===== config.mk =====
export PLATFORM = sky130hd
export DESIGN_NAME = wshb_mire_flat
export DESIGN_NICKNAME = d
export VERILOG_FILES = /design/src/rtl/mire_pkg.sv /design/src/rtl/wshb_if.sv /design/src/rtl/mire_xy_counter.sv /design/src/rtl/wshb_mire.sv /design/src/flat_wrapper.sv
export SDC_FILE = /design/constraint.sdc
export NUM_CORES = 1
export LEC_CHECK = 0
export BUFFER_PORTS_ARGS = -buffer_cell sky130_fd_sc_hd__buf_2
export CAP_MARGIN = 20
export CORE_UTILIZATION = 45
export DETAILED_ROUTE_END_ITERATION = 7
export PLACE_DENSITY = 0.82
export SLEW_MARGIN = 10
export SYNTH_ARGS = -nofsm -noshare
export SYNTH_HDL_FRONTEND = slang
export SYNTH_HIERARCHICAL = 1
export SYNTH_SLANG_ARGS = --single-unit

===== constraint.sdc =====
create_clock -name clk -period 18.14 [get_ports clk]
set_clock_uncertainty 0.15 [all_clocks]
set_input_delay 1.814 -clock clk [delete_from_list [all_inputs] [get_ports clk]]
set_output_delay 1.814 -clock clk [all_outputs]
set_load 0.02 [all_outputs]

===== src/rtl/mire_pkg.sv =====
`timescale 1ns/1ps
`default_nettype none
// ============================================================================
// Module   : mire_pkg
// Brief    : Shared types and constants for the wshb_mire test-pattern master.
// Revision : 1.0 - initial release
// ============================================================================
package mire_pkg;

   typedef logic [31:0] pixel_t;

   localparam pixel_t MIRE_WHITE = 32'h00FF_FFFF;
   localparam pixel_t MIRE_BLACK = 32'h0000_0000;

   localparam logic [2:0] CTI_CLASSIC = 3'b000;
   localparam logic [2:0] CTI_INCR    = 3'b010;
   localparam logic [2:0] CTI_EOB     = 3'b111;

   typedef enum logic [1:0] {
      ST_INIT  = 2'd0,
      ST_WRITE = 2'd1,
      ST_YIELD = 2'd2
   } mire_state_t;

   function automatic pixel_t mire_pixel(input logic on_line);
      return on_line ? MIRE_WHITE : MIRE_BLACK;
   endfunction

endpackage
`default_nettype wire


===== src/rtl/wshb_if.sv =====
`timescale 1ns/1ps
`default_nettype none
// ============================================================================
// Module   : wshb_if
// Brief    : Wishbone B4 bus bundle (32-bit data, byte address) with modports.
// Revision : 1.0 - initial release
// ============================================================================
interface wshb_if;
   logic        cyc;
   logic        stb;
   logic        we;
   logic [31:0] adr;
   logic [31:0] dat_ms;
   logic [31:0] dat_sm;
   logic [3:0]  sel;
   logic        ack;
   logic        err;
   logic        rty;
   logic [2:0]  cti;
   logic [1:0]  bte;

   modport master (
      output cyc, stb, we, adr, dat_ms, sel, cti, bte,
      input  dat_sm, ack, err, rty
   );

   modport slave (
      input  cyc, stb, we, adr, dat_ms, sel, cti, bte,
      output dat_sm, ack, err, rty
   );
endinterface
`default_nettype wire


===== src/rtl/mire_xy_counter.sv =====
`timescale 1ns/1ps
`default_nettype none
// ============================================================================
// Module   : mire_xy_counter
// Brief    : Raster x/y position counters advancing on accepted beats.
// Revision : 1.0 - initial release
// ============================================================================
module mire_xy_counter #(
   parameter int HDISP = 800,
   parameter int VDISP = 480,
   parameter int XW    = $clog2(HDISP + 1),
   parameter int YW    = $clog2(VDISP + 1)
) (
   input  logic          clk,
   input  logic          rst_n,
   input  logic          i_accept,
   output logic [XW-1:0] o_x_nxt,
   output logic [YW-1:0] o_y_nxt,
   output logic          o_frame_end
);

   logic [XW-1:0] r_x;
   logic [YW-1:0] r_y;
   logic          w_x_last;
   logic          w_y_last;

   assign w_x_last    = (r_x == XW'(HDISP - 1));
   assign w_y_last    = (r_y == YW'(VDISP - 1));
   assign o_frame_end = i_accept & w_x_last & w_y_last;

   // Next position is exported so the master can register address/data for it.
   always_comb begin
      o_x_nxt = r_x;
      o_y_nxt = r_y;
      if (i_accept) begin
         if (w_x_last) begin
            o_x_nxt = '0;
            o_y_nxt = w_y_last ? '0 : r_y + YW'(1);
         end else begin
            o_x_nxt = r_x + XW'(1);
         end
      end
   end

   always_ff @(posedge clk or negedge rst_n) begin
      if (!rst_n) begin
         r_x <= '0;
         r_y <= '0;
      end else begin
         r_x <= o_x_nxt;
         r_y <= o_y_nxt;
      end
   end

endmodule
`default_nettype wire


===== src/rtl/wshb_mire.sv =====
`timescale 1ns/1ps
`default_nettype none
// ============================================================================
// Module   : wshb_mire
// Brief    : Wishbone master drawing a grid test pattern into the framebuffer,
//            yielding the bus after every burst. WSHB_MIRE_BURST_EN enables
//            incrementing-burst cycle tags on cti.
// Revision : 1.0 - initial release
// ============================================================================
module wshb_mire
   import mire_pkg::*;
#(
   parameter int HDISP        = 800,
   parameter int VDISP        = 480,
   parameter int BURST_LEN    = 16,
   parameter int YIELD_CYCLES = 1,
   parameter int GRID         = 16
) (
   input  logic    clk,
   input  logic    rst_n,
   wshb_if.master  wshb_ifm,
   output logic    frame_done
);

   localparam int XW = $clog2(HDISP + 1);
   localparam int YW = $clog2(VDISP + 1);
   localparam int BW = $clog2(BURST_LEN + 1);
   localparam int WW = $clog2(YIELD_CYCLES + 1);

   mire_state_t   r_state;
   mire_state_t   w_state_nxt;
   logic [BW-1:0] r_beat;
   logic [WW-1:0] r_wait;
   logic [31:0]   r_adr;
   pixel_t        r_dat;
   logic [2:0]    r_cti;
   logic          r_frame_done;

   logic          w_accept;
   logic          w_burst_end;
   logic          w_yield_end;
   logic [XW-1:0] w_x_nxt;
   logic [YW-1:0] w_y_nxt;
   logic          w_frame_end;
   logic [31:0]   w_adr_nxt;
   logic          w_on_line;

   // cyc/stb decode straight from state so an async reset drops them at once.
   assign w_accept    = (r_state == ST_WRITE) & wshb_ifm.ack;
   assign w_burst_end = w_accept & (r_beat == BW'(BURST_LEN - 1));
   assign w_yield_end = (r_state == ST_YIELD) & (r_wait == WW'(YIELD_CYCLES - 1));

   mire_xy_counter #(
      .HDISP (HDISP),
      .VDISP (VDISP),
      .XW    (XW),
      .YW    (YW)
   ) u_xy (
      .clk         (clk),
      .rst_n       (rst_n),
      .i_accept    (w_accept),
      .o_x_nxt     (w_x_nxt),
      .o_y_nxt     (w_y_nxt),
      .o_frame_end (w_frame_end)
   );

   assign w_adr_nxt = (32'(w_y_nxt) * 32'(HDISP) + 32'(w_x_nxt)) << 2;
   assign w_on_line = ((32'(w_x_nxt) % 32'(GRID)) == 32'd0) ||
                      ((32'(w_y_nxt) % 32'(GRID)) == 32'd0);

   always_ff @(posedge clk or negedge rst_n) begin
      if (!rst_n) r_state <= ST_INIT;
      else        r_state <= w_state_nxt;
   end

   always_comb begin
      w_state_nxt = r_state;
      case (r_state)
         ST_INIT:  w_state_nxt = ST_WRITE;
         ST_WRITE: if (w_burst_end) w_state_nxt = ST_YIELD;
         ST_YIELD: if (w_yield_end) w_state_nxt = ST_WRITE;
         default:  w_state_nxt = ST_INIT;
      endcase
   end

   always_ff @(posedge clk or negedge rst_n) begin
      if (!rst_n) begin
         r_beat <= '0;
         r_wait <= '0;
      end else begin
         if (w_burst_end)   r_beat <= '0;
         else if (w_accept) r_beat <= r_beat + BW'(1);

         if (r_state == ST_YIELD) r_wait <= w_yield_end ? '0 : r_wait + WW'(1);
         else                     r_wait <= '0;
      end
   end

   always_ff @(posedge clk or negedge rst_n) begin
      if (!rst_n) begin
         r_adr        <= '0;
         r_dat        <= MIRE_WHITE;
         r_frame_done <= 1'b0;
      end else begin
         r_frame_done <= w_frame_end;
         if (w_accept) begin
            r_adr <= w_adr_nxt;
            r_dat <= mire_pixel(w_on_line);
         end
      end
   end

`ifdef WSHB_MIRE_BURST_EN
   logic [BW-1:0] w_beat_nxt;
   logic          w_enter_write;

   assign w_beat_nxt    = w_burst_end ? '0 : (w_accept ? r_beat + BW'(1) : r_beat);
   assign w_enter_write = (r_state != ST_WRITE) & (w_state_nxt == ST_WRITE);

   // Tag describes the beat about to be presented, hence the look-ahead count.
   always_ff @(posedge clk or negedge rst_n) begin
      if (!rst_n) begin
         r_cti <= CTI_CLASSIC;
      end else if (w_accept | w_enter_write) begin
         r_cti <= (w_beat_nxt == BW'(BURST_LEN - 1)) ? CTI_EOB : CTI_INCR;
      end
   end
`else
   always_ff @(posedge clk or negedge rst_n) begin
      if (!rst_n) r_cti <= CTI_CLASSIC;
      else        r_cti <= CTI_CLASSIC;
   end
`endif

   assign wshb_ifm.cyc    = (r_state == ST_WRITE);
   assign wshb_ifm.stb    = (r_state == ST_WRITE);
   assign wshb_ifm.we     = 1'b1;
   assign wshb_ifm.sel    = 4'hF;
   assign wshb_ifm.bte    = 2'b00;
   assign wshb_ifm.adr    = r_adr;
   assign wshb_ifm.dat_ms = r_dat;
   assign wshb_ifm.cti    = r_cti;
   assign frame_done      = r_frame_done;

endmodule
`default_nettype wire


===== src/flat_wrapper.sv =====
// flat-port wrapper written by rule: the top's interface ports become plain ports
module wshb_mire_flat import mire_pkg::*;
#(
   parameter int HDISP        = 800,
   parameter int VDISP        = 480,
   parameter int BURST_LEN    = 16,
   parameter int YIELD_CYCLES = 1,
   parameter int GRID         = 16
)
  (clk, rst_n, frame_done, wshb_ifm_cyc, wshb_ifm_stb, wshb_ifm_we, wshb_ifm_adr, wshb_ifm_dat_ms, wshb_ifm_sel, wshb_ifm_cti, wshb_ifm_bte, wshb_ifm_dat_sm, wshb_ifm_ack, wshb_ifm_err, wshb_ifm_rty);
  wshb_if wshb_ifm_i ();
  input  logic clk;
  input  logic rst_n;
  output logic frame_done;
  output wire logic [$bits(wshb_ifm_i.cyc)-1:0] wshb_ifm_cyc;
  output wire logic [$bits(wshb_ifm_i.stb)-1:0] wshb_ifm_stb;
  output wire logic [$bits(wshb_ifm_i.we)-1:0] wshb_ifm_we;
  output wire logic [$bits(wshb_ifm_i.adr)-1:0] wshb_ifm_adr;
  output wire logic [$bits(wshb_ifm_i.dat_ms)-1:0] wshb_ifm_dat_ms;
  output wire logic [$bits(wshb_ifm_i.sel)-1:0] wshb_ifm_sel;
  output wire logic [$bits(wshb_ifm_i.cti)-1:0] wshb_ifm_cti;
  output wire logic [$bits(wshb_ifm_i.bte)-1:0] wshb_ifm_bte;
  input wire logic [$bits(wshb_ifm_i.dat_sm)-1:0] wshb_ifm_dat_sm;
  input wire logic [$bits(wshb_ifm_i.ack)-1:0] wshb_ifm_ack;
  input wire logic [$bits(wshb_ifm_i.err)-1:0] wshb_ifm_err;
  input wire logic [$bits(wshb_ifm_i.rty)-1:0] wshb_ifm_rty;
  assign wshb_ifm_cyc = wshb_ifm_i.cyc;
  assign wshb_ifm_stb = wshb_ifm_i.stb;
  assign wshb_ifm_we = wshb_ifm_i.we;
  assign wshb_ifm_adr = wshb_ifm_i.adr;
  assign wshb_ifm_dat_ms = wshb_ifm_i.dat_ms;
  assign wshb_ifm_sel = wshb_ifm_i.sel;
  assign wshb_ifm_cti = wshb_ifm_i.cti;
  assign wshb_ifm_bte = wshb_ifm_i.bte;
  assign wshb_ifm_i.dat_sm = wshb_ifm_dat_sm;
  assign wshb_ifm_i.ack = wshb_ifm_ack;
  assign wshb_ifm_i.err = wshb_ifm_err;
  assign wshb_ifm_i.rty = wshb_ifm_rty;
  wshb_mire #(.HDISP(HDISP), .VDISP(VDISP), .BURST_LEN(BURST_LEN), .YIELD_CYCLES(YIELD_CYCLES), .GRID(GRID)) u_core (.clk(clk), .rst_n(rst_n), .wshb_ifm(wshb_ifm_i), .frame_done(frame_done));
endmodule

Word-level counts from Yosys, hierarchy flattened
Cells that the tools add are included.
- logic and storage cells: 46
- flip-flop bits (word level): 90
- input bits: 37
- bitwise gates (word level): 6
- multiply operators: 1
- mux-type cells: 13
- reductions and logical operators: 6
- add/subtract/negate cells: 5
- eq/ne operators: 7
- operator list (kind ; number):
    zero test 32 bit ; 2
    2-to-1 mux 9 bit ; 3
    2-to-1 mux 24 bit ; 1
    adder 19 x 10 -> 20 bit ; 1
    2-to-1 mux 10 bit ; 2
    multiplier 9 x 5 -> 14 bit, second input constant ; 1
    adder 10 x 1 -> 10 bit, second input constant ; 1
    equality test 10 bit, second input constant ; 1
    2-to-1 mux 5 bit ; 2
    adder 9 x 1 -> 9 bit, second input constant ; 1
    equality test 9 bit, second input constant ; 1
    one-hot mux 2 bit (3 select lines) ; 1
    adder 5 x 1 -> 5 bit, second input constant ; 1
    AND 1 bit ; 5
    equality test 5 x 4 -> 1 bit, second input constant ; 1
    2-to-1 mux 2 bit ; 2
    != test 2 x 1 -> 1 bit, second input constant ; 2
    equality test 2 x 1 -> 1 bit, second input constant ; 1
    equality test 2 bit, second input constant ; 1
    zero test 2 bit ; 1
    2-to-1 mux 1 bit ; 2
    AND reduction 2 bit ; 1
    nonzero test 2 bit ; 1
    adder 1 bit, second input constant ; 1
    other kinds (2) ; 2

Longest topological paths before layout
Gate-level depths: netlist of the first run.
- depth after elaboration: 7
- mapped depth: 23
- gate-level depth less buffers: 20

Modules after synthesis
Netlist of the first run, hierarchy kept.
- by module, submodules not included (module ; instances ; seq. area each (um^2) ; area an instance (um^2) ; cells an instance):
    wshb_mire ; 1 ; 752.0 ; 2775.2 ; 314
    mire_xy_counter ; 1 ; 475.5 ; 934.6 ; 94

Worst setup path before layout of the first run
Ideal clock, no wire load.
- kind: input port to flip-flop
- start point: input port wshb_ifm_ack
- end point: register u_core.r_adr[18], in the netlist u_core/wshb_ifm.adr[18]
- arrival: 6984 ps
- setup slack: 10937 ps
- stages: 21
- path through: nand2_1 > or2_2 > clkbuf_1 > inv_1 > buf_1 > nand4_1 > and3b_1 > buf_2 > nand2_1 > xnor2_1 > inv_1 > ha_1 > ha_1 > fa_1 > ha_1 > a211oi_2 > nor3_1 > or4b_4 > or4_1 > or4_1 > nand3_1
- word-level cells in the longest chain between the ends: 4
- elaborated cells on any way between the ends: 5
- ends and longest elaborated chain (what ; line ; RTL):
    from (decl) ; flat_wrapper.sv:24 ; input wire logic [$bits(wshb_ifm_i.ack)-1:0] wshb_ifm_ack;
    AND 1 bit ; wshb_mire.sv:49 ; assign w_accept = (r_state == ST_WRITE) & wshb_ifm.ack;
    named net u_core.w_accept ; wshb_mire.sv:39 ; logic w_accept;
    2-to-1 mux 9 bit ; mire_xy_counter.sv:35 ; if (i_accept) begin
    named net u_core.w_y_nxt[2] ; wshb_mire.sv:43 ; logic [YW-1:0] w_y_nxt;
    multiplier 9 x 5 -> 14 bit ; wshb_mire.sv:67 ; assign w_adr_nxt = (32'(w_y_nxt) * 32'(HDISP) + 32'(w_x_nxt)) << 2;
    adder 19 x 10 -> 20 bit ; wshb_mire.sv:67 ;
    to (signal assigned) ; wshb_mire.sv:107 ; r_adr <= w_adr_nxt;
    to (decl) ; wshb_mire.sv:34 ; logic [31:0] r_adr;
The timed path passes the listed nets, and every way through them passes these cells.
A chain may end at the register's enable or synchronous reset.

Final worst setup path of the first run
- start point: input port wshb_ifm_ack
- end point: register u_core.r_adr[18], in the netlist u_core/wshb_ifm.adr[18]
- word-level cells in the longest chain between the ends: 4
- elaborated cells on any way between the ends: 5
- ends and longest elaborated chain (what ; line):
    AND 1 bit ; wshb_mire.sv:49
    2-to-1 mux 9 bit ; mire_xy_counter.sv:35
    named net u_core.w_y_nxt[3] ; wshb_mire.sv:43
    multiplier 9 x 5 -> 14 bit ; wshb_mire.sv:67
    adder 19 x 10 -> 20 bit ; wshb_mire.sv:67
The timed path passes the listed nets, and every way through them passes these cells.

==> run_results.csv, run 1 <==
group,metric,value,unit
floorplan,dieArea,8611,sq um
sta,fin_ws,10.11,ns
sta,fmax,124.5,MHz
outcome,status,"complete, no violations",
worst_setup_path,crit_path_frequent_cell,"ha_1",
floorplan,start_util,47.27,%
floorplan,core,7848,sq um
cts,post_cts_buffers,0,
detailed_routing,wl_per_cell,12.37,um
detailed_routing,routed_wl,6.603,mm
layout,fill_cells,716,
worst_setup_path,cp-end-kind,"flip-flop",
sta,setup_tns,0,ns
cts,hold_buffers,0,
power_and_ir_drop,ir_drop,36.61,uV
global_routing,grt_max_degree,50,
sta,timing.final.crit_period,8.034,ns
synth,synthArstFlopShare,100.0,%
cts,cts_buffers,5,
worst_setup_path,path_max_fanout,38,
power_and_ir_drop,power.total,377.6,uW
worst_setup_path,slowest_stage,"inv_1",
cts,cts_resized,0,
cts,h-tree-depth,2,
global_routing,grt_pass1_vias,2611,
power_and_ir_drop,power_leakage,2.020,nW
sta,setup_viol,0,
layout,syn_to_final_growth,4.890,%
synth,synth_ff_type,"dfrtp_1",
synth,syn_area_per_cell,9.093,sq um
cts,cts_buffer_depth,2,
synth,yosysSeqAreaShare,33.09,%
global_routing,grt_pass1_wl,11.18,mm
global_routing,antenna_found_initial,0,
global_routing,grt_overflow,0,
floorplan,io_pins,114,
layout,fin_nets,515,
sta,drv_slew,0,
worst_setup_path,cp_top_family,"simple AND/OR/NAND/NOR gates",
synth,synth_cell_type_count,55,
worst_setup_path,required,18.23,ns
cts,cts_root_buf,"clkbuf_8",
detailed_routing,drtIter0Drc,91,
synth,synth_edf_count,0,
cts,clk_latency,0.31,ns
synth,synthTopCellsByArea,"dfrtp_1 (32%), ha_1 (14%), buf_4 (11%), nand2_1 (4.9%), o21ai_0 (3.2%)",
synth,ys_warn_count,6,
synth,yosysMostFrequentCell,"buf_4",
place,pre_cts_ws,9.842,ns
worst_setup_path,cp_cell_sequence,"buf_2 -> nand2_1 -> or2_2 -> inv_1 -> nand4_1 -> nand3b_1 -> or3_1 -> o21ai_1 -> inv_1 -> ha_1 -> ha_1 -> fa_1 -> ha_1 -> a211oi_2 -> nor3_1 -> or4b_4 -> or4_1 -> or4_1 -> nand3_1",
layout,antenna_cells,0,
worst_setup_path,path_buf_inv,3,
worst_setup_path,critPathKind,"in -> reg",
cts,clk_pin_slew,0.08,ns
sta,fin_crit_sh,44.29,%
cts,cts_tree,"done",
place,place_hpwl,5.102,mm
cts,clock-sinks,49,
detailed_routing,drtAntennaViolNets,0,
hold_path,hp-class,"reg -> reg",
synth,synth_top_area_cell,"dfrtp_1",
worst_setup_path,worst_setup_path_start_kind,"primary input",
worst_setup_path,r2r_setup_slack,11.30,ns
synth,synth_area,3710,sq um
worst_setup_path,cp.arrival,8.12,ns
detailed_routing,firstDrtPassIters,4,
floorplan,die_width,92.80,um
detailed_routing,vias_per_cell,5.112,
global_routing,track_usage,15.94,%
sta,tightest_slew,0.6520,ns
place,port_buffers,49,
detailed_routing,drc,0,
detailed_routing,vias,2730,
layout,drive_gt1_share,16.20,%
synth,yosys.area.top_type_share,32.38,%
place,gp_congestion,0.8136,
synth,ys_ff_latch,49,
synth,netlist_instances,408,
sta,max-slew-margin-rel,56.48,%
floorplan,die_y,92.80,um
floorplan,rows,32,
power_and_ir_drop,powerDensity,97.03,nW/um^2
sta,rsz0062_at_grt,"false",
run,maxCapViolations,0,
worst_setup_path,cpPeakStageDelay,0.59,ns
synth,synthTopCellsByCount,"buf_4 (54), dfrtp_1 (48), nand2_1 (48)",
sta,hold_viol_final,0,
[through the flow]
stage / hold slack, ns / std cells / area (sq um) / util, %
2_1_floorplan: 0.3149 / 437 / 3819 / -
3_3_place_gp: 0.3040 / 525 / 3749 / 47.77
3_5_place_dp: 0.3139 / 525 / 3749 / 47.77
4_1_cts: 0.3345 / 533 / 3864 / 49.23
5_1_grt: 0.3659 / 534 / 3891 / 49.59
6_report: 0.3267 / 534 / 3891 / 49.59
[final cells by class]
class	instances	area, sq um	area share [%]
inverter	27	101.3	2.604
clock buffer	5	68.82	1.768
sequential	49	1227	31.54
clock inverter	3	46.29	1.190
tap	102	127.6	3.280
multi-input combinational	298	2047	52.60
timing repair buffer	50	272.8	7.010
[tightest hold or removal path, cell delays in order, from the launching register on]
cell and delay, ns:
dfrtp_1 0.34, nand2_1 0.05, o21ai_0 0.06
[where the power goes]
group / leakage (nW) / switching (mW) / internal (mW)
sequential: 0.607 / 0.0218 / 0.133
combinational: 1.36 / 0.0984 / 0.0464
clock: 0.0543 / 0.0371 / 0.0413
total: 2.02 / 0.157 / 0.220
[state kept, by name, indices dropped and copies added, names as in the netlist]
register and cells:
u_core/wshb_ifm.adr 20, u_core/u_xy/r_x 10, u_core/u_xy/r_y 9, u_core/r_wait 1, u_core/r_beat 5, u_core/r_state 2
u_core/frame_done 1, u_core/wshb_ifm.dat_ms 1
[cell usage in the layout (no fill, tap or decap), types with 7 or more instances in the layout]
cell / netlist / routed
a21oi_1: 10 / 10
nor3_1: 8 / 8
a21o_1: 7 / 7
nand2_1: 48 / 48
dfrtp_1: 48 / 48
buf_2: 3 / 49
ha_1: 42 / 42
nand3_1: 9 / 9
inv_1: 26 / 26
o21ai_0: 24 / 24
nor2_1: 20 / 20
xnor2_1: 12 / 12
conb_1: 2 / 31
xor2_1: 11 / 11
[path summary, 6_finish.rpt]
kind	from	end	depth (start not counted)
max in group asynchronous	rst_n	u_core/u_xy/r_y[4]$_DFF_PN0_	2
max	wshb_ifm_ack	u_core/wshb_ifm.adr[18]$_DFFE_PN0P_	19
min	u_core/wshb_ifm.adr[16]$_DFFE_PN0P_	u_core/wshb_ifm.adr[16]$_DFFE_PN0P_	2
min reg2reg	u_core/wshb_ifm.adr[16]$_DFFE_PN0P_	u_core/wshb_ifm.adr[16]$_DFFE_PN0P_	2
min in group asynchronous	rst_n	u_core/wshb_ifm.adr[2]$_DFFE_PN0P_	1
max reg2reg	u_core/r_state[1]$_DFFE_PN0P_	u_core/wshb_ifm.adr[18]$_DFFE_PN0P_	17
[layer usage]
metal	global-route usage, %	routed length (um)	part of all wire [%]
met5	0	0	0
met4	5.256	87	1.3
met3	3.120	260	3.9
met2	28.62	3371	51
met1	18.91	2883	44
[logic make-up (layout without fill, tap and decap cells)]
family / after synthesis / count (layout) / synth area share, %
compound gates: 69 / 69 / 11.67
xor+xnor: 23 / 23 / 5.430
fa+ha+maj: 47 / 47 / 16.86
buf+inv: 90 / 85 / 14.67
flops: 49 / 49 / 33.09
mux: 4 / 4 / 1.147
other cells: 2 / 31 / 0.2024
simple gates: 124 / 124 / 16.93
Note: power is estimated with default switching activity, not from simulation.
==> run 2: changes to the inputs <==
--- a/config.mk
+++ b/config.mk
@@ -5,6 +5,7 @@
 export SDC_FILE = /design/constraint.sdc
 export NUM_CORES = 1
 export LEC_CHECK = 0
+export ABC_AREA = 1
 export BUFFER_PORTS_ARGS = -buffer_cell sky130_fd_sc_hd__buf_2
 export CAP_MARGIN = 20
 export CORE_UTILIZATION = 45
==> constraint.sdc (replaced) <==
create_clock -name clk -period 7.4 [get_ports clk]
set_clock_uncertainty 0.15 [all_clocks]
set_input_delay 0.74 -clock clk [delete_from_list [all_inputs] [get_ports clk]]
set_output_delay 0.74 -clock clk [all_outputs]
set_load 0.02 [all_outputs]
==> run_results.csv, run 2 <==
group,metric,value,unit
outcome,status,"complete, no violations",
worst_setup_path,cpPeakStageDelay,0.49,ns
worst_setup_path,cp-end-kind,"flip-flop",
cts,cts_tree,"done",
cts,clock-sinks,49,
layout,antenna_cells,0,
global_routing,antenna_found_initial,0,
detailed_routing,drtIter0Drc,127,
layout,syn_to_final_growth,4.168,%
sta,fmax,186.8,MHz
synth,synthArstFlopShare,100.0,%
layout,fin_nets,635,
synth,netlist_instances,524,
layout,largest_register_ffs,20,
floorplan,rows,34,
floorplan,io_pins,114,
power_and_ir_drop,ir_drop,103.0,uV
sta,hold_viol_final,0,
synth,synth_ff_type,"dfrtp_1",
synth,synth_area,4023,sq um
synth,synthTopCellsByArea,"dfrtp_1 (30%), ha_1 (13%), nand2_1 (12%), buf_4 (10%), inv_1 (6.6%)",
place,pre_cts_ws,1.856,ns
sta,setup_tns,0,ns
sta,fin_ws,2.048,ns
global_routing,grt_max_degree,50,
global_routing,grt_pass1_wl,12.46,mm
synth,ys_ff_latch,49,
floorplan,die_width,96.55,um
cts,cts_buffers,5,
layout,drive_gt1_share,16.12,%
power_and_ir_drop,powerDensity,236.2,nW/um^2
cts,cts_root_buf,"clkbuf_8",
worst_setup_path,required,7.45,ns
synth,synthTopCellsByCount,"nand2_1 (133), inv_1 (71), buf_4 (54)",
sta,tightest_slew,0.5887,ns
worst_setup_path,cp.arrival,5.40,ns
detailed_routing,routed_wl,7.342,mm
detailed_routing,drtAntennaViolNets,0,
layout,final_cell_mix,"nand2_1 (133), inv_1 (71), buf_2 (49), dfrtp_1 (48), ha_1 (42)",
worst_setup_path,slowest_stage,"inv_1",
synth,yosys.area.top_type_share,29.86,%
global_routing,grt_pass1_vias,3020,
power_and_ir_drop,power_leakage,2.376,nW
sta,rsz0062_at_grt,"false",
global_routing,grt_overflow,0,
floorplan,start_util,46.35,%
worst_setup_path,critPathKind,"reg -> reg",
floorplan,core,8678,sq um
detailed_routing,vias_per_cell,4.892,
cts,hold_buffers,0,
sta,fin_crit_sh,72.33,%
synth,syn_area_per_cell,7.677,sq um
synth,ys_warn_count,6,
sta,drv_slew,0,
sta,setup_viol,0,
global_routing,track_usage,17.05,%
place,gp_congestion,0.8463,
cts,cts_buffer_depth,2,
layout,final_core_util,48.28,%
place,place_hpwl,5.739,mm
floorplan,dieArea,9321,sq um
cts,post_cts_buffers,0,
layout,layout_commonest_cell,"nand2_1",
sta,max-slew-margin-rel,60.71,%
worst_setup_path,worst_setup_path_start_kind,"flip-flop",
cts,h-tree-depth,2,
synth,synth_edf_count,0,
place,port_buffers,49,
worst_setup_path,path_max_fanout,43,
power_and_ir_drop,power.total,989.9,uW
synth,synth_top_area_cell,"dfrtp_1",
layout,fill_cells,807,
floorplan,die_y,96.55,um
detailed_routing,vias,3229,
detailed_routing,wl_per_cell,11.12,um
detailed_routing,firstDrtPassIters,4,
sta,timing.final.crit_period,5.352,ns
cts,cts_resized,0,
run,maxCapViolations,0,
synth,yosysMostFrequentCell,"nand2_1",
synth,synth_cell_type_count,36,
cts,clk_pin_slew,0.09,ns
hold_path,hp-class,"in -> async",
detailed_routing,drc,0,
synth,yosysSeqAreaShare,30.51,%
cts,clk_latency,0.31,ns
run 2: cell types whose count changed after synthesis, moves of 5 or more:
cell,before,now
nor3_1,8,3
nor2_4,0,5
inv_1,26,71
o21ai_0,24,14
a21o_1,7,0
nand3_1,9,23
nand2_1,48,133
nor2_1,20,39
xnor2_1,12,3
nand2_2,0,9
nand3_2,1,7
run 2: critical path: cells and delay by family, from the launching register on:
kind	cells	cell delay, ns
simple gates	14	1.87
fa+ha+maj	4	1.21
flops	1	0.41
compound gates	2	0.53
buf+inv	6	1.06
run 2: path summary, 6_finish.rpt:
check / from / to / slack, ns / cells after the start
worst max register to register: u_core/r_state[1]$_DFFE_PN0P_ / u_core/wshb_ifm.adr[17]$_DFFE_PN0P_ / 2.05 / 26
max in group asynchronous: rst_n / u_core/wshb_ifm.dat_ms[22]$_DFFE_PN1P_ / 6.33 / 2
min in group clk: u_core/wshb_ifm.adr[18]$_DFFE_PN0P_ / u_core/wshb_ifm.adr[18]$_DFFE_PN0P_ / 0.33 / 2
worst min-delay path: rst_n / u_core/u_xy/r_x[2]$_DFF_PN0_ / 0.19 / 1
worst min register to register: u_core/wshb_ifm.adr[18]$_DFFE_PN0P_ / u_core/wshb_ifm.adr[18]$_DFFE_PN0P_ / 0.33 / 2
worst max-delay path: u_core/r_state[1]$_DFFE_PN0P_ / u_core/wshb_ifm.adr[17]$_DFFE_PN0P_ / 2.05 / 26
run 2: area by class of cell:
| cell class | count | area (sq um) | share of cell area (%) |
|---|---|---|---|
| multi-input cells | 371 | 2193 | 52.34 |
| inverters | 73 | 274.0 | 6.539 |
| flip-flops and latches | 49 | 1227 | 29.29 |
| well taps | 108 | 135.1 | 3.225 |
| clock inverters | 2 | 15.01 | 0.3583 |
| clock buffers | 6 | 72.57 | 1.732 |
| repair buffers | 51 | 272.8 | 6.509 |
run 2: logic make-up after synthesis:
group	share of synthesized area, %
simple gates	27.25
buf+inv	17.67
flops	30.51
fa+ha+maj	15.55
compound gates	5.537
xor+xnor	3.048
other cells	0.1867
mux	0.2488
run 2: power breakdown:
| group | switching [mW] | internal [mW] |
|---|---|---|
| Clock | 0.0922 | 0.0667 |
| Sequential | 0.0602 | 0.340 |
| Combinational | 0.294 | 0.137 |
run 2: per-stage QoR:
step | hold slack (ns) | instance area (sq um) | std cells
2_1_floorplan | 0.2944 | 4131 | 553
3_3_place_gp | 0.3076 | 4083 | 651
3_5_place_dp | 0.3106 | 4083 | 651
4_1_cts | 0.3357 | 4170 | 659
5_1_grt | 0.2202 | 4190 | 660
6_report | 0.1908 | 4190 | 660
run 2: metal layers:
| layer | vias up | share of wire [%] | track usage [%] |
|---|---|---|---|
| met2 | 100 | 50 | 31.28 |
| met3 | 26 | 4.6 | 2.973 |
| met4 | 0 | 3.2 | 8.824 |
| met5 | - | 0 | 0 |
| li1 | 1610 | - | - |
| met1 | 1493 | 42 | 18.65 |
==> run 3: changes to the inputs <==
--- a/config.mk
+++ b/config.mk
@@ -5,12 +5,12 @@
 export SDC_FILE = /design/constraint.sdc
 export NUM_CORES = 1
 export LEC_CHECK = 0
-export ABC_AREA = 1
+export ABC_AREA = 0
 export BUFFER_PORTS_ARGS = -buffer_cell sky130_fd_sc_hd__buf_2
 export CAP_MARGIN = 20
 export CORE_UTILIZATION = 45
 export DETAILED_ROUTE_END_ITERATION = 7
-export PLACE_DENSITY = 0.82
+export PLACE_DENSITY = 0.85
 export SLEW_MARGIN = 10
 export SYNTH_ARGS = -nofsm -noshare
 export SYNTH_HDL_FRONTEND = slang
==> constraint.sdc (replaced) <==
create_clock -name clk -period 4.35 [get_ports clk]
set_clock_uncertainty 0.15 [all_clocks]
set_input_delay 0.435 -clock clk [delete_from_list [all_inputs] [get_ports clk]]
set_output_delay 0.435 -clock clk [all_outputs]
set_load 0.02 [all_outputs]
==> run_results.csv, run 3 (synthesis results as in run 1) <==
group,metric,value,unit
cts,cts_tree,"done",
sta,setup_tns,-3.831,ns
layout,largest_register_ffs,20,
worst_setup_path,required,4.45,ns
outcome,status,"complete, but fails checks",
cts,cts_buffer_depth,2,
global_routing,antenna_found_initial,0,
layout,final_core_util,60.70,%
cts,clk_pin_slew,0.09,ns
global_routing,grt_pass1_wl,14.33,mm
floorplan,dieArea,8611,sq um
layout,fin_cells,613,
layout,final_area,4763,sq um
sta,fin_ws,-0.6533,ns
run,maxCapViolations,0,
place,place_hpwl,6.470,mm
detailed_routing,firstDrtPassIters,4,
layout,syn_to_final_growth,28.40,%
sta,fmax,199.9,MHz
detailed_routing,drtIter0Drc,171,
layout,fill_cells,628,
sta,rsz0062_at_grt,"true",
floorplan,die_width,92.80,um
global_routing,grt_pass1_vias,3156,
layout,fin_nets,594,
detailed_routing,routed_wl,9.264,mm
global_routing,grt_overflow,0,
cts,cts_buffers,5,
place,gp_congestion,0.8767,
worst_setup_path,cp-end-kind,"flip-flop",
layout,drive_gt1_share,36.99,%
layout,layout_commonest_cell,"buf_4",
detailed_routing,drc,0,
place,port_buffers,49,
place,place_inst,595,
worst_setup_path,path_max_fanout,4,
power_and_ir_drop,powerDensity,332.9,nW/um^2
detailed_routing,vias,3234,
place,place_area,4394,sq um
cts,cts_root_buf,"clkbuf_8",
floorplan,io_pins,114,
worst_setup_path,worst_setup_path_start_kind,"flip-flop",
outcome,violations,"negative setup slack",
place,pre_cts_ws,-0.7306,ns
sta,fin_crit_sh,115.0,%
detailed_routing,drtAntennaViolNets,0,
sta,setup_viol,7,
layout,antenna_cells,0,
cts,clock-sinks,49,
hold_path,hp-class,"reg -> reg",
worst_setup_path,critPathKind,"reg -> reg",
floorplan,core,7848,sq um
sta,whs,0.3272,ns
cts,clk_latency,0.30,ns
floorplan,die_y,92.80,um
worst_setup_path,cp.arrival,5.10,ns
cts,h-tree-depth,2,
sta,drv_slew,0,
floorplan,start_util,47.27,%
detailed_routing,vias_per_cell,5.276,
global_routing,track_usage,21.03,%
detailed_routing,wl_per_cell,15.11,um
power_and_ir_drop,power_leakage,2.473,nW
layout,final_cell_mix,"buf_4 (76), buf_2 (49), dfrtp_1 (48), nand2_1 (45), ha_1 (35)",
sta,hold_viol_final,0,
global_routing,grt_max_degree,50,
sta,timing.final.crit_period,5.003,ns
power_and_ir_drop,ir_drop,132.7,uV
floorplan,rows,32,
power_and_ir_drop,power.total,1.586,mW
==> run 3: cell types whose count changed in the layout (fill, tap and decap cells not counted), moves of 5 or more <==
cell / before / now
nand2_1: 133 / 45
o21ai_0: 14 / 19
xnor2_1: 3 / 10
nand2_2: 9 / 1
buf_4: 1 / 76
a21oi_1: 13 / 7
nor2_1: 39 / 17
ha_1: 42 / 35
ha_4: 0 / 5
nand3_2: 7 / 2
a21o_1: 0 / 7
nand3_1: 23 / 8
inv_1: 71 / 24
==> run 3: power breakdown <==
group          internal [mW]  switching (mW)  total, mW
combinational          0.248           0.451      0.700
sequential             0.553          0.0717      0.625
clock                  0.113           0.148      0.261
total                  0.915           0.671       1.59
==> run 3: path summary, 6_finish.rpt <==
| check | from | endpoint | slack (ns) | cells past startpoint |
|---|---|---|---|---|
| min in group asynchronous | rst_n | u_core/wshb_ifm.adr[4]$_DFFE_PN0P_ | 0.44 | 2 |
| min reg2reg | u_core/wshb_ifm.adr[4]$_DFFE_PN0P_ | u_core/wshb_ifm.adr[4]$_DFFE_PN0P_ | 0.33 | 2 |
| max | u_core/r_state[0]$_DFFE_PN0P_ | u_core/wshb_ifm.adr[18]$_DFFE_PN0P_ | -0.65 | 19 |
| max reg2reg | u_core/r_state[0]$_DFFE_PN0P_ | u_core/wshb_ifm.adr[18]$_DFFE_PN0P_ | -0.65 | 19 |
| max in group asynchronous | rst_n | u_core/wshb_ifm.dat_ms[22]$_DFFE_PN1P_ | 3.02 | 3 |
| min | u_core/wshb_ifm.adr[4]$_DFFE_PN0P_ | u_core/wshb_ifm.adr[4]$_DFFE_PN0P_ | 0.33 | 2 |
==> run 3: timing repair <==
action | in CTS | in global routing
gates resized for setup | 8 | 33
hold buffers | 0 | 1
setup buffers | 3 | 5
pin swaps | 3 | 10
endpoints found under the setup margin | 7 | 9
endpoints found under the hold margin | 0 | 17
cloned | 0 | 0
==> run 3: routing by layer <==
| layer | wire [um] | share of wire [%] | vias to the layer above | track usage [%] |
|---|---|---|---|---|
| met1 | 3506 | 38 | 1560 | 23.80 |
| met4 | 353 | 3.8 | 0 | 7.436 |
| met2 | 4956 | 53 | 126 | 39.15 |
| li1 | - | - | 1510 | - |
| met5 | 0 | 0 | - | 0 |
| met3 | 448 | 4.8 | 38 | 3.777 |
==> run 3: final cells by class <==
type	count	area (sq um)	area share, %
multi-input cells	298	2352	49.38
flip-flops and latches	49	1227	25.77
repair buffers	129	868.3	18.23
well taps	102	127.6	2.679
inverters	27	106.4	2.233
clock buffers	7	76.32	1.602
clock inverters	1	5.005	0.1051
==> run 3: critical path, cell delays in order (launching register included) <==
cell and delay, ns:
dfrtp_1 0.41, nand2_4 0.05, or2_4 0.24, clkinv_4 0.05, nand4_1 0.12, nand3b_1 0.30, buf_4 0.21, buf_4 0.14
nand2_1 0.10, nand2_2 0.10, ha_1 0.32, ha_2 0.27, ha_1 0.30, ha_1 0.34, a211oi_4 0.27, nor3_2 0.09
or4b_4 0.55, or4_4 0.43, or4_4 0.43, nand3_2 0.09
